==> src/rtl/mem_access_unit.sv <==
// Memory-access stage: sits between EX and WB, performs the data-memory
// transaction for loads/stores and passes everything else through with one
// cycle of latency.
//
// Handshake summary:
//   * dmem_req/dmem_we/dmem_addr/dmem_be/dmem_wdata are held stable from the
//     cycle the request is raised until the cycle dmem_gnt is sampled high.
//   * A load response (dmem_rvalid/dmem_rdata) is only accepted in WAIT_R,
//     i.e. strictly after the grant cycle; rvalid seen anywhere else is dropped.
//   * Upstream holds i_struct stable while o_stall is high; o_valid pulses for
//     exactly one cycle per completed instruction.

package mem_access_unit_pkg;

    typedef struct packed {
        logic        is_valid;
        logic        mem_rd;
        logic        mem_wr;
        logic        rf_wr;
        logic [4:0]  rd_idx;
        logic [63:0] mem_addr;
        logic [63:0] mem_data;
        logic [63:0] rf_wr_data;
    } interconnection_struct;

    typedef enum logic [1:0] {
        ST_IDLE   = 2'd0,
        ST_REQ    = 2'd1,
        ST_WAIT_R = 2'd2
    } mau_state_t;

endpackage

module mem_access_unit
    import mem_access_unit_pkg::*;
(
    input  logic                 clk,
    input  logic                 rst,
    input  interconnection_struct i_struct,
    input  logic [1:0]           i_mem_size,
    input  logic                 i_mem_unsigned,
    output interconnection_struct o_struct,
    output logic                 o_valid,
    output logic                 o_stall,
    output logic                 o_misaligned,
    output logic                 dmem_req,
    output logic                 dmem_we,
    output logic [63:0]          dmem_addr,
    output logic [7:0]           dmem_be,
    output logic [63:0]          dmem_wdata,
    input  logic                 dmem_gnt,
    input  logic                 dmem_rvalid,
    input  logic [63:0]          dmem_rdata,
    output logic [1:0]           o_dbg_state
);

    mau_state_t           r_state;
    interconnection_struct r_ins;
    interconnection_struct r_out;
    logic [2:0]           r_lane;
    logic [1:0]           r_size;
    logic                 r_unsigned;
    logic                 r_valid;
    logic                 r_misaligned;
    logic                 r_dmem_req;
    logic                 r_dmem_we;
    logic [63:0]          r_dmem_addr;
    logic [7:0]           r_dmem_be;
    logic [63:0]          r_dmem_wdata;

    logic [2:0]           w_a;
    logic                 w_is_mem;
    logic                 w_aligned;
    logic                 w_accept;
    logic [7:0]           w_be;
    logic [63:0]          w_wdata;
    logic [63:0]          w_lane_data;
    logic [63:0]          w_load;
    interconnection_struct w_mis_struct;
    interconnection_struct w_load_struct;

    // Decode of the incoming instruction: alignment, lane enables, store data.
    always_comb begin
        w_a       = i_struct.mem_addr[2:0];
        w_is_mem  = i_struct.is_valid && (i_struct.mem_rd || i_struct.mem_wr);
        w_aligned = 1'b1;
        w_be      = 8'hFF;
        case (i_mem_size)
            2'd0: begin
                w_aligned = 1'b1;
                w_be      = 8'h01 << w_a;
            end
            2'd1: begin
                w_aligned = (w_a[0] == 1'b0);
                w_be      = 8'h03 << w_a;
            end
            2'd2: begin
                w_aligned = (w_a[1:0] == 2'b00);
                w_be      = 8'h0F << w_a;
            end
            default: begin
                w_aligned = (w_a == 3'b000);
                w_be      = 8'hFF;
            end
        endcase
        w_wdata  = i_struct.mem_data << {w_a, 3'b000};
        w_accept = (r_state == ST_IDLE) && w_is_mem && w_aligned;

        w_mis_struct            = i_struct;
        w_mis_struct.rf_wr_data = 64'd0;
    end

    // Load extraction: shift the addressed lane down, then zero/sign extend.
    always_comb begin
        w_lane_data = dmem_rdata >> {r_lane, 3'b000};
        w_load      = w_lane_data;
        case (r_size)
            2'd0: w_load = r_unsigned ? {56'd0, w_lane_data[7:0]}
                                      : {{56{w_lane_data[7]}}, w_lane_data[7:0]};
            2'd1: w_load = r_unsigned ? {48'd0, w_lane_data[15:0]}
                                      : {{48{w_lane_data[15]}}, w_lane_data[15:0]};
            2'd2: w_load = r_unsigned ? {32'd0, w_lane_data[31:0]}
                                      : {{32{w_lane_data[31]}}, w_lane_data[31:0]};
            default: w_load = dmem_rdata;
        endcase
        w_load_struct            = r_ins;
        w_load_struct.rf_wr_data = w_load;
    end

    // Stage FSM with registered outputs: IDLE accepts, REQ waits for grant,
    // WAIT_R waits for load data.
    always_ff @(posedge clk) begin
        if (rst) begin
            r_state      <= ST_IDLE;
            r_ins        <= '0;
            r_out        <= '0;
            r_lane       <= 3'd0;
            r_size       <= 2'd0;
            r_unsigned   <= 1'b0;
            r_valid      <= 1'b0;
            r_misaligned <= 1'b0;
            r_dmem_req   <= 1'b0;
            r_dmem_we    <= 1'b0;
            r_dmem_addr  <= 64'd0;
            r_dmem_be    <= 8'd0;
            r_dmem_wdata <= 64'd0;
        end else begin
            r_valid      <= 1'b0;
            r_misaligned <= 1'b0;
            case (r_state)
                ST_IDLE: begin
                    if (i_struct.is_valid) begin
                        if (!w_is_mem) begin
                            r_out   <= i_struct;
                            r_valid <= 1'b1;
                        end else if (!w_aligned) begin
                            r_out        <= w_mis_struct;
                            r_valid      <= 1'b1;
                            r_misaligned <= 1'b1;
                        end else begin
                            r_ins        <= i_struct;
                            r_lane       <= w_a;
                            r_size       <= i_mem_size;
                            r_unsigned   <= i_mem_unsigned;
                            r_dmem_req   <= 1'b1;
                            // A store takes precedence if both flags are set.
                            r_dmem_we    <= i_struct.mem_wr;
                            r_dmem_addr  <= {i_struct.mem_addr[63:3], 3'b000};
                            r_dmem_be    <= w_be;
                            r_dmem_wdata <= w_wdata;
                            r_state      <= ST_REQ;
                        end
                    end
                end
                ST_REQ: begin
                    if (dmem_gnt) begin
                        r_dmem_req <= 1'b0;
                        if (r_dmem_we) begin
                            r_out   <= r_ins;
                            r_valid <= 1'b1;
                            r_state <= ST_IDLE;
                        end else begin
                            r_state <= ST_WAIT_R;
                        end
                    end
                end
                ST_WAIT_R: begin
                    if (dmem_rvalid) begin
                        r_out   <= w_load_struct;
                        r_valid <= 1'b1;
                        r_state <= ST_IDLE;
                    end
                end
                default: begin
                    r_state <= ST_IDLE;
                end
            endcase
        end
    end

    assign o_struct     = r_out;
    assign o_valid      = r_valid;
    assign o_misaligned = r_misaligned;
    assign o_stall      = (r_state != ST_IDLE) || w_accept;
    assign dmem_req     = r_dmem_req;
    assign dmem_we      = r_dmem_we;
    assign dmem_addr    = r_dmem_addr;
    assign dmem_be      = r_dmem_be;
    assign dmem_wdata   = r_dmem_wdata;
    assign o_dbg_state  = r_state;

endmodule

==> config.mk <==
export PLATFORM = sky130hd
export DESIGN_NAME = mem_access_unit
export DESIGN_NICKNAME = d
export VERILOG_FILES = /design/src/rtl/mem_access_unit.sv
export SDC_FILE = /design/constraint.sdc
export NUM_CORES = 1
export LEC_CHECK = 0
export ABC_AREA = 1
export CAP_MARGIN = 20
export CORE_AREA = 3 3 239 241
export CTS_BUF_LIST = sky130_fd_sc_hd__clkbuf_2 sky130_fd_sc_hd__clkbuf_4 sky130_fd_sc_hd__clkbuf_8
export DETAILED_ROUTE_END_ITERATION = 12
export DIE_AREA = 0 0 242 244
export GPL_TIMING_DRIVEN = 0
export PLACE_DENSITY = 0.8
export SETUP_SLACK_MARGIN = 0.3
export SLEW_MARGIN = 30
export SYNTH_ARGS = -nofsm -noshare
export SYNTH_HDL_FRONTEND = slang
export SYNTH_SLANG_ARGS = --single-unit
==> constraint.sdc <==
create_clock -name clk -period 5 [get_ports clk]
set_clock_uncertainty 0.2 [all_clocks]
set_input_delay 1.5 -clock clk [delete_from_list [all_inputs] [get_ports clk]]
set_output_delay 1.5 -clock clk [all_outputs]
set_load 0.1 [all_outputs]
==> metrics.txt, run 1 <==
status=finished, final reports clean; Initial DRC Count=3439; CTS clk-pin slew, worst paths=60 ps; Synth warnings=0; Net Sw Frac=0.491; post-route ant nets=0; VDD IR max=0.354 mV; Pins Over Slew Limit=0; final setup vio count=0; critical path class=input pin to output port; area grow syn2layout=36.8%; final hold viol count=0; first-pass GRT wire length=between 150 and 200 mm; clk_lat worst skew=roughly 690 ps; sequential power share=0.287; Crit path arrival time=2930 ps; Synth cell types=41; Placer Congestion=~1.0; Final Cycle Share=0.925; RSZ-0062 raised after global routing=false; Post-synth ARST share=0; Net count, final=approximately 4600; Post-Place Worst Slack=-607 ps; DRC viols=0; Primary FF master, synth=dfxtp_1; synthesized area per cell=6.60 µm²; hold_ws=251 ps; DR pass1 iterations=7; worst hold path class=flop to flop; routed wire length per instance=about 22 µm; Ports=616; gr ovfl total=0; CTS hold repair buffers=0; slew at the pin closest to its max-slew limit=1060 ps; CTS buffer count=85; Max Fclk=216 MHz; commonest non-fill, non-tap cell in the layout=nand2_1; vias in the first global route=~26000; I/O Buffers=610; fin worst setup slack=373 ps; Tot GR Track Use=0.365; Starting Density=0.428; commonest non-fill, non-tap cells in the layout=nand2_1, clkdlybuf4s50_1, a21oi_1; Mapped Cells=approximately 3600; Post-synth EDFFs=0; Power Density=511 mW/mm²; Pint=8.39 mW; antenna violations before repair=18; FP Rows=86; max_slew headroom=0.293; vias per inst=approximately 5.6; die height=approximately 240 µm; Mapped Area=0.0236 mm²; share of cells above drive strength 1=0.0923; DRT Wirelength=114 mm; CP startpoint kind=input pin; Worst Path Max Fanout=10; deepest clock path buffer count=3; root buf cell=clkbuf_8; Placeable Area=between 0.05 and 0.06 mm²; total number of vias=28400; Seq/Total Area, Yosys=0.409; Synth Register Bits=just under 500; Leak=between 10 and 15 nW; Net Sw Power=8.10 mW; Tmin final=between 4000 and 5000 ps; CTS Sinks=482; Worst setup EP type=output port; CTS tree=yes; Die Span X=around 240 µm; Clk pwr share=0.240; H-tree Lvls=3; die area=0.0590 mm²; critical path data required time=3300 ps; Max Cap Viol=0; pin count of the biggest net entering global routing=14; detailed placement HPWL=88.0 mm; Comb pwr share=0.472
-- critical path: stages --
cell and delay [ps]:
clkdlybuf4s50_1 530, inv_1 60, a21oi_1 130, inv_1 90
nor2_2 90, nand2_2 70, buf_8 180, nand2_8 90
buf_12 180
-- per-stage QoR --
| step | TNS (ps) | utilization | power [mW] | instances | cell area [µm²] |
|---|---|---|---|---|---|
| floorplan | 0 | - | 10.3 | 3572 | 23600 |
| global placement | -1320 | 0.556 | 12.5 | 4930 | 30600 |
| detailed placement | -607 | 0.551 | 12.5 | 4930 | 30300 |
| CTS | 0 | 0.585 | 16.4 | 5084 | 32200 |
| global route | 0 | 0.585 | 17.1 | 5096 | 32200 |
| finish | 0 | 0.586 | 16.5 | 5099 | 32300 |
-- Yosys cell counts (all sizes together) (2+ instances only) --
master / count / area, µm²
nor3: 3 / 15.0
nand2: 929 / 3500
o221ai: 3 / 26.3
a41oi: 20 / 175
inv: 209 / 787
o22ai: 3 / 18.8
nand3: 116 / 581
a211oi: 2 / 15.0
a31oi: 20 / 125
o21ai: 522 / 2610
o211ai: 14 / 105
or2: 2 / 12.5
a32oi: 7 / 61.3
a21oi: 539 / 2700
dfxtp: 482 / 9650
nor2: 303 / 1150
ha: 9 / 113
o21a: 2 / 15.0
clkbuf: 188 / 706
nand4: 17 / 113
buf: 166 / 998
a22oi: 6 / 45.0
-- kinds of logic after synthesis --
family	after synthesis	share of synthesized area
simple gates	1371	0.228
compound gates	1142	0.252
buf+inv	564	0.106
flops	482	0.409
fa+ha+maj	9	0.00478
mux	1	0.000425
other cells	1	0.000159
-- sequential cells by signal (all words and copies together) (netlist names) --
| register | cells |
|---|---|
| dmem_we | 1 |
| r_size | 2 |
| o_valid | 1 |
| dmem_be | 8 |
| o_dbg_state | 2 |
| r_unsigned | 1 |
| dmem_req | 1 |
| o_misaligned | 1 |
| o_struct | 201 |
| dmem_wdata | 64 |
| r_ins | 200 |
-- timing repair --
action,4_1_cts,5_1_grt
setup endpoints to repair,1,1
cloned,0,0
endpoints found under the hold margin,0,0
pin swaps,2,1
buffers inserted,3,0
resized for setup,16,6
-- power groups by stage --
| stage | Clock [mW] | Sequential (mW) | Combinational [mW] |
|---|---|---|---|
| floorplan | 0 | 7.83 | 2.44 |
| global placement | 0 | 4.79 | 7.68 |
| detailed placement | 0 | 4.80 | 7.66 |
| CTS | 3.97 | 4.73 | 7.70 |
| global route | 4.16 | 4.79 | 8.11 |
| finish | 3.96 | 4.74 | 7.79 |
-- final timing paths --
path / depth (start not counted) / slack, ps / end / from
worst min-delay path: 2 / 250 / r_ins[193]$_SDFFE_PP0P_ / r_ins[193]$_SDFFE_PP0P_
worst max-delay path: 9 / 370 / o_stall / i_struct[199]
worst max register to register: 12 / 1800 / o_struct[15]$_SDFFE_PP0P_ / o_dbg_state[1]$_SDFFE_PP0P_
worst min register to register: 2 / 250 / r_ins[193]$_SDFFE_PP0P_ / r_ins[193]$_SDFFE_PP0P_
-- final cells by class --
type | count | area (µm²)
plain buffers | 354 | 1720
clock inverters | 16 | 128
flip-flops and latches | 482 | 9650
fillers | 5313 | 22800
clock buffers | 135 | 1700
multi-input cells | 2526 | 11500
inverters | 210 | 793
repair buffers | 613 | 5820
diodes | 15 | 37.5
well taps | 748 | 936
-- layer usage --
metal | share of wire | GRT usage | up-vias | routed length (µm)
met5 | 0.00026 | 0 | - | 29
met3 | 0.11 | 0.0909 | 299 | 12800
met2 | 0.43 | 0.561 | 1708 | 49200
met4 | 0.053 | 0.189 | 4 | 5980
li1 | - | - | 13100 | -
met1 | 0.40 | 0.477 | 13200 | 45700
Power figures use the tool's default switching activity.
==> run 2: changes to the inputs <==
Settings changed: PLACE_DENSITY 0.8 to default, PLACE_DENSITY_LB_ADDON from default to 0.3.
==> metrics.txt, run 2 (synthesis gave the netlist of run 1 again) <==
VDD IR max=0.393 mV (was 0.354 mV); clk_lat worst skew=710 ps (was 690 ps); deepest clock path buffer count=3 (unchanged); slew at the pin closest to its max-slew limit=1070 ps (was 1060 ps); total number of vias=28200 (was 28400); Net Sw Frac=0.484 (was 0.491); Power Density=513 mW/mm² (was 511 mW/mm²); fin worst setup slack=333 ps (was 373 ps); sequential power share=0.284 (was 0.287); Pint=8.60 mW (was 8.39 mW); DR pass1 iterations=7 (unchanged); Ports=616 (unchanged); final setup vio count=0 (unchanged); antenna violations before repair=17 (was 18); Worst setup EP type=output port (unchanged); Net count, final=4562 (was 4553); max reg flops=201 (unchanged); R2R depth=12 (unchanged); worst hold path class=flop to flop (unchanged); CP startpoint kind=input pin (unchanged); gr ovfl total=0 (unchanged); max_slew headroom=0.285 (was 0.293); Max Cap Viol=0 (unchanged); Clk pwr share=0.248 (was 0.240); detailed placement HPWL=87.2 mm (was 88.0 mm); Leak=13.4 nW (was 13.3 nW); DRC viols=0 (unchanged); Tmin final=4670 ps (was 4630 ps); Max Fclk=214 MHz (was 216 MHz); vias per inst=5.51 (was 5.56); CTS buffer count=87 (was 85); Initial DRC Count=3106 (was 3439); Die Span X=242 µm (unchanged); hold_ws=249 ps (was 251 ps); I/O Buffers=610 (unchanged); filler cell count=5333 (was 5313); Worst Path Max Fanout=5 (was 10); Post-Place Worst Slack=-632 ps (was -607 ps); share of cells above drive strength 1=0.0937 (was 0.0923); H-tree Lvls=3 (unchanged); critical path data required time=3300 ps (about the same); vias in the first global route=26100 (was 26200); Placeable Area=0.0551 mm² (unchanged); Min-Delay Path Depth=2 (unchanged); pin count of the biggest net entering global routing=13 (was 14); commonest non-fill, non-tap cells in the layout=nand2_1, clkdlybuf4s50_1, a21oi_1 (unchanged); first-pass GRT wire length=165 mm (about the same); Final Cycle Share=0.933 (was 0.925); critical path class=input pin to output port (unchanged); final hold viol count=0 (unchanged); Tot GR Track Use=0.364 (was 0.365); Crit path arrival time=2970 ps (was 2930 ps); die height=244 µm (unchanged); CTS tree=yes (unchanged); commonest non-fill, non-tap cell in the layout=nand2_1 (unchanged); CTS Sinks=482 (unchanged); Comb pwr share=0.468 (was 0.472); routed wire length per instance=22.1 µm (was 22.3 µm); Pins Over Slew Limit=0 (unchanged); Placer Congestion=1.03 (was 1.04); FP Rows=86 (unchanged); area grow syn2layout=37.6% (was 36.8%); CTS clk-pin slew, worst paths=50 ps (was 60 ps); DRT Wirelength=113 mm (was 114 mm); die area=0.0590 mm² (unchanged); post-route ant nets=0 (unchanged); root buf cell=clkbuf_8 (unchanged); Starting Density=0.428 (unchanged); Net Sw Power=8.05 mW (was 8.10 mW); status=finished, final reports clean (unchanged); RSZ-0062 raised after global routing=false (unchanged)
[run 2: cell count changes in the layout (fill, tap and decap cells not counted), moves of 2 or more]
cell | previous run | this run
clkbuf_4 | 25 | 23
clkinv_2 | 10 | 7
inv_4 | 2 | 0
buf_4 | 71 | 77
inv_1 | 201 | 199
dlygate4sd2_1 | 1 | 3
bufinv_16 | 0 | 3
clkbuf_8 | 110 | 115
inv_2 | 6 | 9
clkbuf_2 | 5 | 3
[run 2: layout make-up]
class / instances / area (µm²) / area share
antenna: 15 / 37.5 / 0.00116
buffer: 354 / 1720 / 0.0531
clock buffer: 138 / 1760 / 0.0541
clock inverter: 14 / 171 / 0.00528
inverter: 210 / 793 / 0.0245
multi-input combinational: 2526 / 11500 / 0.354
sequential: 482 / 9650 / 0.297
tap: 748 / 936 / 0.0288
timing repair buffer: 620 / 5900 / 0.182
[run 2: critical path, stage by stage]
cell and delay, ps:
dlygate4sd2_1 320, nor2_4 170, nand2_2 100, inv_6 60, nor2_1 40, a21oi_2 210, nand2_2 130, buf_12 150
nand2_4 100, buf_12 190
[run 2: metal layers]
metal / wire length [µm] / vias up / part of all wire / track usage
li1: - / 13100 / - / -
met1: 45700 / 13100 / 0.40 / 0.471
met2: 49300 / 1650 / 0.44 / 0.562
met3: 12500 / 287 / 0.11 / 0.102
met4: 5580 / 4 / 0.049 / 0.171
met5: 24 / - / 0.00021 / 0
[run 2: final timing paths]
check	start	to	slack [ps]
min reg2reg	r_ins[75]$_SDFFE_PP0P_	r_ins[75]$_SDFFE_PP0P_	250
max	i_struct[129]	o_stall	330
max reg2reg	o_dbg_state[1]$_SDFFE_PP0P_	o_struct[8]$_SDFFE_PP0P_	1760
min	r_ins[75]$_SDFFE_PP0P_	r_ins[75]$_SDFFE_PP0P_	250
[run 2: timing repair]
item / 4_1_cts / 5_1_grt
gates resized for setup: 22 / 9
pin swaps: 2 / 3
hold buffers: 0 / 0
endpoints found under the setup margin: 1 / 1
buffers inserted: 3 / 6
[run 2: power by group through the flow]
| stage | clock [mW] | sequential (mW) | combinational, mW |
|---|---|---|---|
| floorplan | 0 | 7.83 | 2.44 |
| CTS | 4.16 | 4.72 | 7.70 |
| global placement | 0 | 4.78 | 7.69 |
| finish | 4.13 | 4.73 | 7.79 |
| detailed placement | 0 | 4.79 | 7.66 |
| global route | 4.32 | 4.78 | 8.14 |
[run 2: stage by stage]
stage               area, µm²  TNS (ps)   util  instances  power [mW]
finish                  32400         0  0.589       5107        16.7
global route            32400         0  0.589       5103        17.3
global placement        30600     -1380  0.556       4930        12.5
CTS                     32400         0  0.588       5086        16.6
detailed placement      30400      -632  0.551       4931        12.5
floorplan               23600         0      -       3572        10.3
